`config.mk`:
```
export PLATFORM = sky130hd
export DESIGN_NAME = ofs_fim_irq_rsp_arb
export DESIGN_NICKNAME = d
export VERILOG_FILES = /design/src/rtl/ofs_fim_if_pkg.sv /design/src/rtl/ofs_fim_rr_arb.sv /design/src/rtl/ofs_fim_irq_rsp_arb.sv
export SDC_FILE = /design/constraint.sdc
export NUM_CORES = 1
export LEC_CHECK = 0
export ABC_CLOCK_PERIOD_IN_PS = 4240
export CAP_MARGIN = 25
export CORE_MARGIN = 4
export CORE_UTILIZATION = 45
export CTS_CLUSTER_DIAMETER = 40
export CTS_CLUSTER_SIZE = 30
export DETAILED_ROUTE_END_ITERATION = 6
export DONT_BUFFER_PORTS = 1
export PLACE_DENSITY_LB_ADDON = 0.25
export SETUP_SLACK_MARGIN = 0.3
export SYNTH_ARGS = -nofsm -noshare
export SYNTH_HDL_FRONTEND = slang
export SYNTH_HIERARCHICAL = 1
export SYNTH_SLANG_ARGS = --single-unit
```
`constraint.sdc`:
```
create_clock -name clk -period 4.24 [get_ports clk]
set_input_delay 1.06 -clock clk [delete_from_list [all_inputs] [get_ports clk]]
set_output_delay 1.06 -clock clk [all_outputs]
set_load 0.005 [all_outputs]
```
`src/rtl/ofs_fim_if_pkg.sv`:
```
// ---------------------------------------------------------------------------
// ofs_fim_if_pkg
// Shared definitions for the AFU interrupt response path:
//   - rsp_state_e   : response FSM state (IDLE / SEND)
//   - RSP_* consts  : tdata field widths and bit offsets
//   - rsp_tdata_t   : packed response word (coalesced flag, reserved, index)
//   - make_rsp()    : builds a response word with the reserved field zeroed
// ---------------------------------------------------------------------------
package ofs_fim_if_pkg;

  // Response FSM states. The encoding matches the legacy constants
  // (IDLE = 0, SEND = 1), so rsp_tvalid is simply "state == SEND".
  typedef enum logic [0:0] {
    RSP_IDLE = 1'b0,
    RSP_SEND = 1'b1
  } rsp_state_e;

  // tdata layout: [5:0] vector index, [22:6] zero, [23] coalesced flag
  localparam int RSP_TDATA_W  = 24;
  localparam int RSP_IDX_LSB  = 0;
  localparam int RSP_IDX_W    = 6;
  localparam int RSP_RSVD_LSB = 6;
  localparam int RSP_RSVD_W   = 17;
  localparam int RSP_COAL_BIT = 23;

  typedef struct packed {
    logic                  coal;   // bit 23
    logic [RSP_RSVD_W-1:0] rsvd;   // bits 22:6, always zero
    logic [RSP_IDX_W-1:0]  idx;    // bits 5:0
  } rsp_tdata_t;

  function automatic rsp_tdata_t make_rsp(input logic [RSP_IDX_W-1:0] idx,
                                          input logic                 coal);
    rsp_tdata_t r;
    r.coal = coal;
    r.rsvd = '0;
    r.idx  = idx;
    return r;
  endfunction

endpackage : ofs_fim_if_pkg

```
`src/rtl/ofs_fim_rr_arb.sv`:
```
// ---------------------------------------------------------------------------
// ofs_fim_rr_arb
// Purely combinational round-robin picker. The search starts at 'ptr' and
// walks upward (wrapping at N) until the first set request bit is found.
// Ports:
//   req  [N-1:0]  in   request vector (already qualified by the caller)
//   ptr  [IW-1:0] in   search start position, must be < N
//   gnt  [N-1:0]  out  one-hot grant (all zero when nothing requested)
//   idx  [IW-1:0] out  binary index of the granted bit
//   any           out  at least one request present
// ---------------------------------------------------------------------------
module ofs_fim_rr_arb #(
  parameter int N  = 4,
  parameter int IW = (N > 1) ? $clog2(N) : 1
) (
  input  logic [N-1:0]  req,
  input  logic [IW-1:0] ptr,
  output logic [N-1:0]  gnt,
  output logic [IW-1:0] idx,
  output logic          any
);

  logic [IW:0]   pos_sum;
  logic [IW-1:0] pos;

  always_comb begin
    gnt     = '0;
    idx     = '0;
    any     = 1'b0;
    pos_sum = '0;
    pos     = '0;
    for (int k = 0; k < N; k++) begin
      // ptr + k wraps modulo N; one extra bit keeps the sum exact
      // because both operands are below N.
      pos_sum = {1'b0, ptr} + (IW+1)'(k);
      if (pos_sum >= (IW+1)'(N)) begin
        pos_sum = pos_sum - (IW+1)'(N);
      end
      pos = pos_sum[IW-1:0];
      if (!any && req[pos]) begin
        any      = 1'b1;
        idx      = pos;
        gnt[pos] = 1'b1;
      end
    end
  end

endmodule : ofs_fim_rr_arb

```
`src/rtl/ofs_fim_irq_rsp_arb.sv`:
```
// ---------------------------------------------------------------------------
// ofs_fim_irq_rsp_arb
// Collects per-vector AFU interrupt request pulses into pending bits and
// emits one response beat per granted vector on an AXI-stream style output,
// picking among unmasked pending vectors in round-robin order. A request
// that arrives while its vector is already pending is coalesced: the
// coalesced flag rides along in tdata[23] of that vector's next response.
//
// Optional feature macro: OFS_FIM_IRQ_RSP_ARB_STATS_EN
//   defined   -> coalesce_cnt is a 16-bit saturating count of coalesce events
//   undefined -> coalesce_cnt is tied to zero (coal flags still operate)
//
// Ports:
//   clk           in   clock, rising edge
//   rst           in   synchronous active-high reset
//   irq_req       in   [NUM_VEC] single-cycle request pulses
//   irq_mask      in   [NUM_VEC] 1 = vector may not be granted (still captured)
//   rsp_tvalid    out  response valid
//   rsp_tready    in   response ready
//   rsp_tdata     out  [TDATA_WIDTH] {coal, 17'b0, index[5:0]}
//   pending       out  [NUM_VEC] pending bits
//   coalesce_cnt  out  [16] saturating coalesce counter
// ---------------------------------------------------------------------------
module ofs_fim_irq_rsp_arb
  import ofs_fim_if_pkg::*;
#(
  parameter int NUM_VEC     = 4,
  parameter int TDATA_WIDTH = 24
) (
  input  logic                   clk,
  input  logic                   rst,
  input  logic [NUM_VEC-1:0]     irq_req,
  input  logic [NUM_VEC-1:0]     irq_mask,
  output logic                   rsp_tvalid,
  input  logic                   rsp_tready,
  output logic [TDATA_WIDTH-1:0] rsp_tdata,
  output logic [NUM_VEC-1:0]     pending,
  output logic [15:0]            coalesce_cnt
);

  localparam int IW = (NUM_VEC > 1) ? $clog2(NUM_VEC) : 1;

  if (TDATA_WIDTH != RSP_TDATA_W) begin : g_bad_tdata_width
    $error("ofs_fim_irq_rsp_arb: TDATA_WIDTH must be 24");
  end
  if (NUM_VEC < 1 || NUM_VEC > 64) begin : g_bad_num_vec
    $error("ofs_fim_irq_rsp_arb: NUM_VEC must be in 1..64");
  end

  rsp_state_e         state_q, state_d;
  rsp_tdata_t         tdata_q, tdata_d;
  logic [NUM_VEC-1:0] pending_q, pending_d;
  logic [NUM_VEC-1:0] coal_q, coal_d;
  logic [IW-1:0]      ptr_q, ptr_d;

  logic [NUM_VEC-1:0] eligible;
  logic [NUM_VEC-1:0] arb_gnt;
  logic [IW-1:0]      arb_idx;
  logic               arb_any;
  logic [NUM_VEC-1:0] clr;        // pending/coal bits cleared by this cycle's grant
  logic [NUM_VEC-1:0] coal_evt;   // requests that land on a still-pending vector

  assign eligible = pending_q & ~irq_mask;

  ofs_fim_rr_arb #(
    .N  (NUM_VEC),
    .IW (IW)
  ) u_rr_arb (
    .req (eligible),
    .ptr (ptr_q),
    .gnt (arb_gnt),
    .idx (arb_idx),
    .any (arb_any)
  );

  always_comb begin
    state_d = state_q;
    tdata_d = tdata_q;
    ptr_d   = ptr_q;
    clr     = '0;

    // A new beat may be loaded when the output slot is empty or is being
    // accepted this cycle; otherwise the in-flight beat is frozen, which
    // also keeps it immune to mask changes.
    if (state_q == RSP_IDLE || rsp_tready) begin
      if (arb_any) begin
        state_d = RSP_SEND;
        tdata_d = make_rsp(RSP_IDX_W'(arb_idx), |(coal_q & arb_gnt));
        clr     = arb_gnt;
        ptr_d   = (arb_idx == IW'(NUM_VEC - 1)) ? '0 : arb_idx + IW'(1);
      end else begin
        state_d = RSP_IDLE;
      end
    end

    // Set wins over clear: a request in the grant cycle re-arms the vector
    // as a fresh (non-coalesced) pending interrupt.
    coal_evt  = irq_req & pending_q & ~clr;
    pending_d = (pending_q & ~clr) | irq_req;
    coal_d    = (coal_q & ~clr) | coal_evt;
  end

  always_ff @(posedge clk) begin
    if (rst) begin
      state_q   <= RSP_IDLE;
      tdata_q   <= '0;
      pending_q <= '0;
      coal_q    <= '0;
      ptr_q     <= '0;
    end else begin
      state_q   <= state_d;
      tdata_q   <= tdata_d;
      pending_q <= pending_d;
      coal_q    <= coal_d;
      ptr_q     <= ptr_d;
    end
  end

`ifdef OFS_FIM_IRQ_RSP_ARB_STATS_EN
  logic [15:0] cnt_q, cnt_d;
  logic [6:0]  evt_num;
  logic [16:0] cnt_sum;

  // Several vectors can coalesce in the same cycle; each one counts.
  always_comb begin
    evt_num = '0;
    for (int i = 0; i < NUM_VEC; i++) begin
      evt_num = evt_num + 7'(coal_evt[i]);
    end
    cnt_sum = {1'b0, cnt_q} + 17'(evt_num);
    cnt_d   = cnt_sum[16] ? 16'hFFFF : cnt_sum[15:0];
  end

  always_ff @(posedge clk) begin
    if (rst) begin
      cnt_q <= '0;
    end else begin
      cnt_q <= cnt_d;
    end
  end

  assign coalesce_cnt = cnt_q;
`else
  assign coalesce_cnt = '0;
`endif

  assign rsp_tvalid = (state_q == RSP_SEND);
  assign rsp_tdata  = tdata_q;
  assign pending    = pending_q;

endmodule : ofs_fim_irq_rsp_arb

```
* After elaboration in Yosys (flattened, before gate mapping)
Index checks and enable logic that the tools add are counted.
** Storage, ports and cells
- Output and inout port bits :: 45
- Input bits :: 11
- Word-level logic and storage cells :: 90
- Register bits after elaboration :: 14
** Cells by class
- Eq/ne operators :: 1
- Order comparisons :: 12
- Bitwise operators :: 14
- Mux-type cells :: 36
- Reduce and logical (&&, ||, !) cells :: 13
- Add/sub/neg operators :: 8
** Operators with widths (number)
- 4-bit bitwise AND :: 6
- 4-bit 2-to-1 mux :: 6
- 4-bit bitwise OR :: 5
- 2-bit 2-to-1 mux :: 9
- 1-bit 2-to-1 mux :: 13
- 2-bit by 3-bit < comparator with 1-bit output (second input constant) :: 4
- 3-bit greater-or-equal comparator (second input constant) :: 3
- 1-bit binary-select mux with 2-bit select :: 4
- 1-bit demux with 2-bit select :: 4
- 2-bit by 1-bit greater-or-equal comparator with 1-bit output (second input constant) :: 4
- 4-bit inverter :: 2
- 2-bit by 1-bit subtractor with 2-bit output (second input constant) :: 4
- 1-bit logical AND :: 7
- 2-bit by 2-bit adder with 3-bit output (second input constant) :: 2
- 4-bit OR reduction :: 1
- 2-bit by 1-bit adder with 3-bit output (second input constant) :: 1
- 2-bit by 3-bit greater-or-equal comparator with 1-bit output (second input constant) :: 1
- 1-bit logical NOT :: 3
- 2-bit by 1-bit adder with 2-bit output (second input constant) :: 1
- 2-bit == test (second input constant) :: 1
- 2-bit AND reduction :: 1
- 1-bit logical OR :: 1
- 1-bit inverter :: 1

* Longest topological paths before layout
- Depth after elaboration :: 19
- Mapped depth :: 11
- Gate-level depth less buffers :: 9

* Cells and area by module
Netlist, hierarchy kept.
** By module, submodules not included
- ofs_fim_irq_rsp_arb :: instances 1, cells each 103, area each 849.6 sq um, sequential area each 280.3 sq um
- ofs_fim_rr_arb :: instances 1, cells each 45, area each 421.7 sq um, sequential area each 0.0 sq um

* Least setup slack after synthesis
No wires, ideal clock.
- Path type :: input-to-reg
- Start point :: input irq_mask[2]
- End point :: register ptr_q[0]
- Required time :: 4170 ps
- Stages :: 9
- Library setup time :: 70 ps
- Setup slack :: 1065 ps
- Path buffers :: 1
- Arrival time :: 3104 ps
- Cells stage by stage :: nor2b_1 > mux4_2 > buf_6 > nor4b_4 > nor2_1 > a32o_1 > ha_1 > or4_1 > a21oi_1
** On the way
- Word-level cells in the longest chain between the ends :: 16
** RTL lines
- from (decl) :: line ofs_fim_irq_rsp_arb.sv:33 : input logic [NUM_VEC-1:0] irq_mask,
- 4-bit inverter (*) :: line ofs_fim_irq_rsp_arb.sv:63 : assign eligible = pending_q & ~irq_mask;
- 4-bit bitwise AND (*) :: line ofs_fim_irq_rsp_arb.sv:63
- 1-bit binary-select mux with 2-bit select :: line ofs_fim_rr_arb.sv:40 : if (!any && req[pos]) begin
- 1-bit 2-to-1 mux (not written as such) :: line ofs_fim_rr_arb.sv:40
- 1-bit 2-to-1 mux :: line ofs_fim_rr_arb.sv:40
- 1-bit logical NOT :: line ofs_fim_rr_arb.sv:40
- 1-bit logical AND :: line ofs_fim_rr_arb.sv:40
- 1-bit 2-to-1 mux :: line ofs_fim_rr_arb.sv:40
- 1-bit logical NOT :: line ofs_fim_rr_arb.sv:40
- 1-bit logical AND :: line ofs_fim_rr_arb.sv:40
- 1-bit 2-to-1 mux :: line ofs_fim_rr_arb.sv:40
- 1-bit logical NOT :: line ofs_fim_rr_arb.sv:40
- 1-bit logical AND :: line ofs_fim_rr_arb.sv:40
- 2-bit 2-to-1 mux (*) :: line ofs_fim_rr_arb.sv:40
- via arb_idx[1] :: line ofs_fim_irq_rsp_arb.sv:58 : logic [IW-1:0] arb_idx;
- 2-bit == test (*) :: line ofs_fim_irq_rsp_arb.sv:90 : ptr_d = (arb_idx == IW'(NUM_VEC - 1)) ? '0 : arb_idx + IW'(1);
- 2-bit 2-to-1 mux (*) :: line ofs_fim_irq_rsp_arb.sv:90
- to (signal assigned) :: line ofs_fim_irq_rsp_arb.sv:115 : ptr_q <= ptr_d;
- to (decl) :: line ofs_fim_irq_rsp_arb.sv:54 : logic [IW-1:0] ptr_q, ptr_d;
The timed path passes the listed nets; every way through them passes the cells marked *. The select of a mux whose other input is x is not followed.
A chain may end at the register's enable or synchronous reset.

* Final worst setup path
- Start point :: register ptr_q[0]
- End point :: register ptr_q[0]
** On the way
- Word-level cells in the longest chain between the ends :: 16
** RTL lines (line)
- parallel branches: the longest is 13 deep, another holds 2-bit by 1-bit adder with 3-bit output
- 2-bit 2-to-1 mux (*) :: ofs_fim_rr_arb.sv:40
- via arb_idx[1] :: ofs_fim_irq_rsp_arb.sv:58
- 2-bit == test (*) :: ofs_fim_irq_rsp_arb.sv:90
- 2-bit 2-to-1 mux (*) :: ofs_fim_irq_rsp_arb.sv:90
Mark *: on every way through the listed nets, which the timed path passes. The select of a mux whose other input is x is not followed.

==> impl_metrics.py <==
metrics = {
    "outcome": {
        "status": "completed",
    },
    "yosys": {
        "synthArstFlopShare": 0,
        "ys_top_cells_by_count": "37 x buf_4, 14 x dfxtp_1, 13 x a21oi_1",
        "synth.largest_area_cell": "dfxtp_1",
        "synth_top_area_frac": 0.220,
        "ys_top_cells_by_area": "dfxtp_1 22%, buf_4 22%, a22oi_1 5.9%",
        "avgSynthCellArea_sq_um": 8.59,
        "synth.most_common_cell": "buf_4",
        "synthCells": 148,
        "synth-seq-area-share": 0.220,
        "synth_edf_count": 0,
        "synthFlopType": "dfxtp_1",
        "synth-seq-cells": 14,
        "synth_area_sq_mm": 0.00127,
        "ys.warnings.count": 6,
        "netlist-cell-type-count": 31,
    },
    "worst_setup_path": {
        "path_cells": "inv_1, ha_1, mux4_2, nor4b_4, nor2_1, a32o_1, ha_1, or4_1, a21oi_1",
        "cp.required_ns": 4.46,
        "r2r_slack_ns": 1.04,
        "end_kind": "flip-flop",
        "cpMaxStageDelayCell": "dfxtp_1",
        "arrival_ns": 3.42,
        "path_common_cell": "ha_1",
        "path_buf_inv": 1,
        "cp-start-kind": "flip-flop",
        "crit_fanout": 14,
        "critPathTopFamily": "simple AND/OR/NAND/NOR gates",
        "worstSetupPathType": "flip-flop to flip-flop",
        "critPathMaxStageDelay_ns": 0.68,
    },
    "final_layout": {
        "area_growth_pct": -8.56,
        "post-route-cell-area_sq_mm": 0.00116,
        "num_antenna_cells": 0,
        "layout-drive-gt1-share": 0.0685,
        "fin_nets": 164,
        "multi_input_area_sq_um": 777,
        "seq_area_sq_um": 280,
        "num-fill-cells": 290,
    },
    "cts": {
        "cts.htree.levels": 1,
        "ctsResizeCount": 0,
        "cts_tree": "built",
        "cts-root-buf": "clkbuf_4",
        "clock-sinks": 14,
        "hold_buffers": 0,
        "clk_path_buf_depth": 2,
        "cts_buffers": 3,
        "post_cts_buffers": 0,
        "clk_latency_ns": 0.28,
        "clk_pin_slew_ns": 0.09,
    },
    "place": {
        "gp_congestion": 0.780,
        "dp_slack_ns": 0.901,
        "hpwl_um": 1930,
        "place_area_sq_mm": 0.00113,
        "io_buffers": 0,
    },
    "global_routing": {
        "antenna_found_initial": 0,
        "grt_pass1_wl_um": 3650,
        "first_global_vias": 826,
        "grt_overflow_total": 0,
        "track_usage": 0.127,
        "grt_max_degree": 15,
    },
    "timing": {
        "tightest_slew_ns": 0.564,
        "worst_slack_ns": 1.04,
        "hold_violations": 0,
        "setup_viol_count_final": 0,
        "skew_ns": 0.00388,
        "relSlewSlack": 0.623,
        "period_minus_slack_ns": 3.20,
        "fmax_mhz": 312,
        "slew_violations": 0,
        "period_share": 0.756,
        "setup-tns-final_ns": 0,
        "rsz0062_at_grt": "false",
    },
    "floorplan": {
        "placementRows": 19,
        "die-area_sq_mm": 0.00374,
        "fp.dieH_um": 61.2,
        "start_util": 0.465,
        "core-area_sq_mm": 0.00273,
        "io_pins": 56,
        "fp.dieW_um": 61.2,
    },
    "power_and_ir_drop": {
        "power.leakage_nw": 0.484,
        "powerDensity_mw_per_mm2": 483,
        "ir_drop_mv": 0.276,
    },
    "detailed_routing": {
        "drc_errors": 0,
        "vias": 950,
        "ant_nets": 0,
        "avgViaCountPerCell": 5.37,
        "drt-initial-drc-count": 50,
        "wirelength_um": 2400,
        "drtPass1Iterations": 4,
        "wl_per_cell_um": 13.5,
    },
    "hold_path": {
        "worstHoldPathType": "flip-flop to flip-flop",
    },
    "flow_run": {
        "maxCapViolations": 0,
    },
}
## registers in the layout, summed over array words and instances (netlist names)
register	cells
pending	4
rsp_tvalid	1
ptr_q	2
rsp_tdata	3
coal_q	4
## layer usage
layer / vias to the layer above / global-route usage / wire (um)
met5: - / 0 / 0
met4: 0 / 0.0372 / 27
met3: 5 / 0.0314 / 226
met2: 34 / 0.219 / 1160
met1: 458 / 0.156 / 980
li1: 453 / - / -
## final timing paths
path / cells after the start / end / startpoint
max reg2reg: 9 / ptr_q[0] / ptr_q[0]
max: 9 / ptr_q[0] / ptr_q[0]
min reg2reg: 2 / rsp_tdata[0] / rsp_tdata[0]
min: 2 / rsp_tdata[0] / rsp_tdata[0]
## cell type report
cell class | count | share of cell area
well taps | 31 | 0.0334
multi-input cells | 120 | 0.668
flip-flops and latches | 14 | 0.241
clock buffers | 4 | 0.0312
inverters | 8 | 0.0258
## power breakdown
part / switching [mW] / total [mW] / internal (mW)
registers: 0.0391 / 0.200 / 0.161
clock network: 0.0428 / 0.0950 / 0.0522
logic: 0.163 / 0.267 / 0.104
total: 0.245 / 0.562 / 0.317
## cell families (layout without fill, tap and decap cells)
group                      Yosys count  in the layout  synth area share
and+or+nand+nor                     25             25             0.120
adders and majority gates            6              6            0.0591
DFF                                 14             14             0.220
muxes                                7              7             0.101
buffers and inverters               50             12             0.275
other                                1             37           0.00295
AOI/OAI and AO/OA                   45             45             0.221
## tightest hold or removal path, cell delays in order (launching register included)
cell and delay, ns:
dfxtp_1 0.33, o21ai_0 0.07, a21oi_1 0.06
## per-stage QoR
step	instances	hold WS, ns	util	power (mW)
floorplan	184	0.470	-	0.460
global placement	173	0.486	0.412	0.464
detailed placement	173	0.496	0.412	0.468
CTS	177	0.515	0.425	0.564
global route	177	0.541	0.425	0.615
finish	177	0.506	0.425	0.562
## placed cells by master, fill, tap and decap left out, types with 2 or more instances in the layout
| cell | n |
|---|---|
| nand2b_1 | 3 |
| a211oi_1 | 4 |
| inv_1 | 7 |
| a311oi_1 | 2 |
| nand3_1 | 3 |
| conb_1 | 37 |
| nand2_1 | 3 |
| mux2i_1 | 2 |
| ha_1 | 6 |
| clkbuf_4 | 3 |
| mux4_2 | 2 |
| nor2b_1 | 6 |
| a22oi_1 | 10 |
| nor2_1 | 5 |
| a21oi_1 | 13 |
| o21ai_0 | 12 |
| mux4_1 | 2 |
| dfxtp_1 | 14 |
Note: power is estimated with default switching activity, not from simulation.
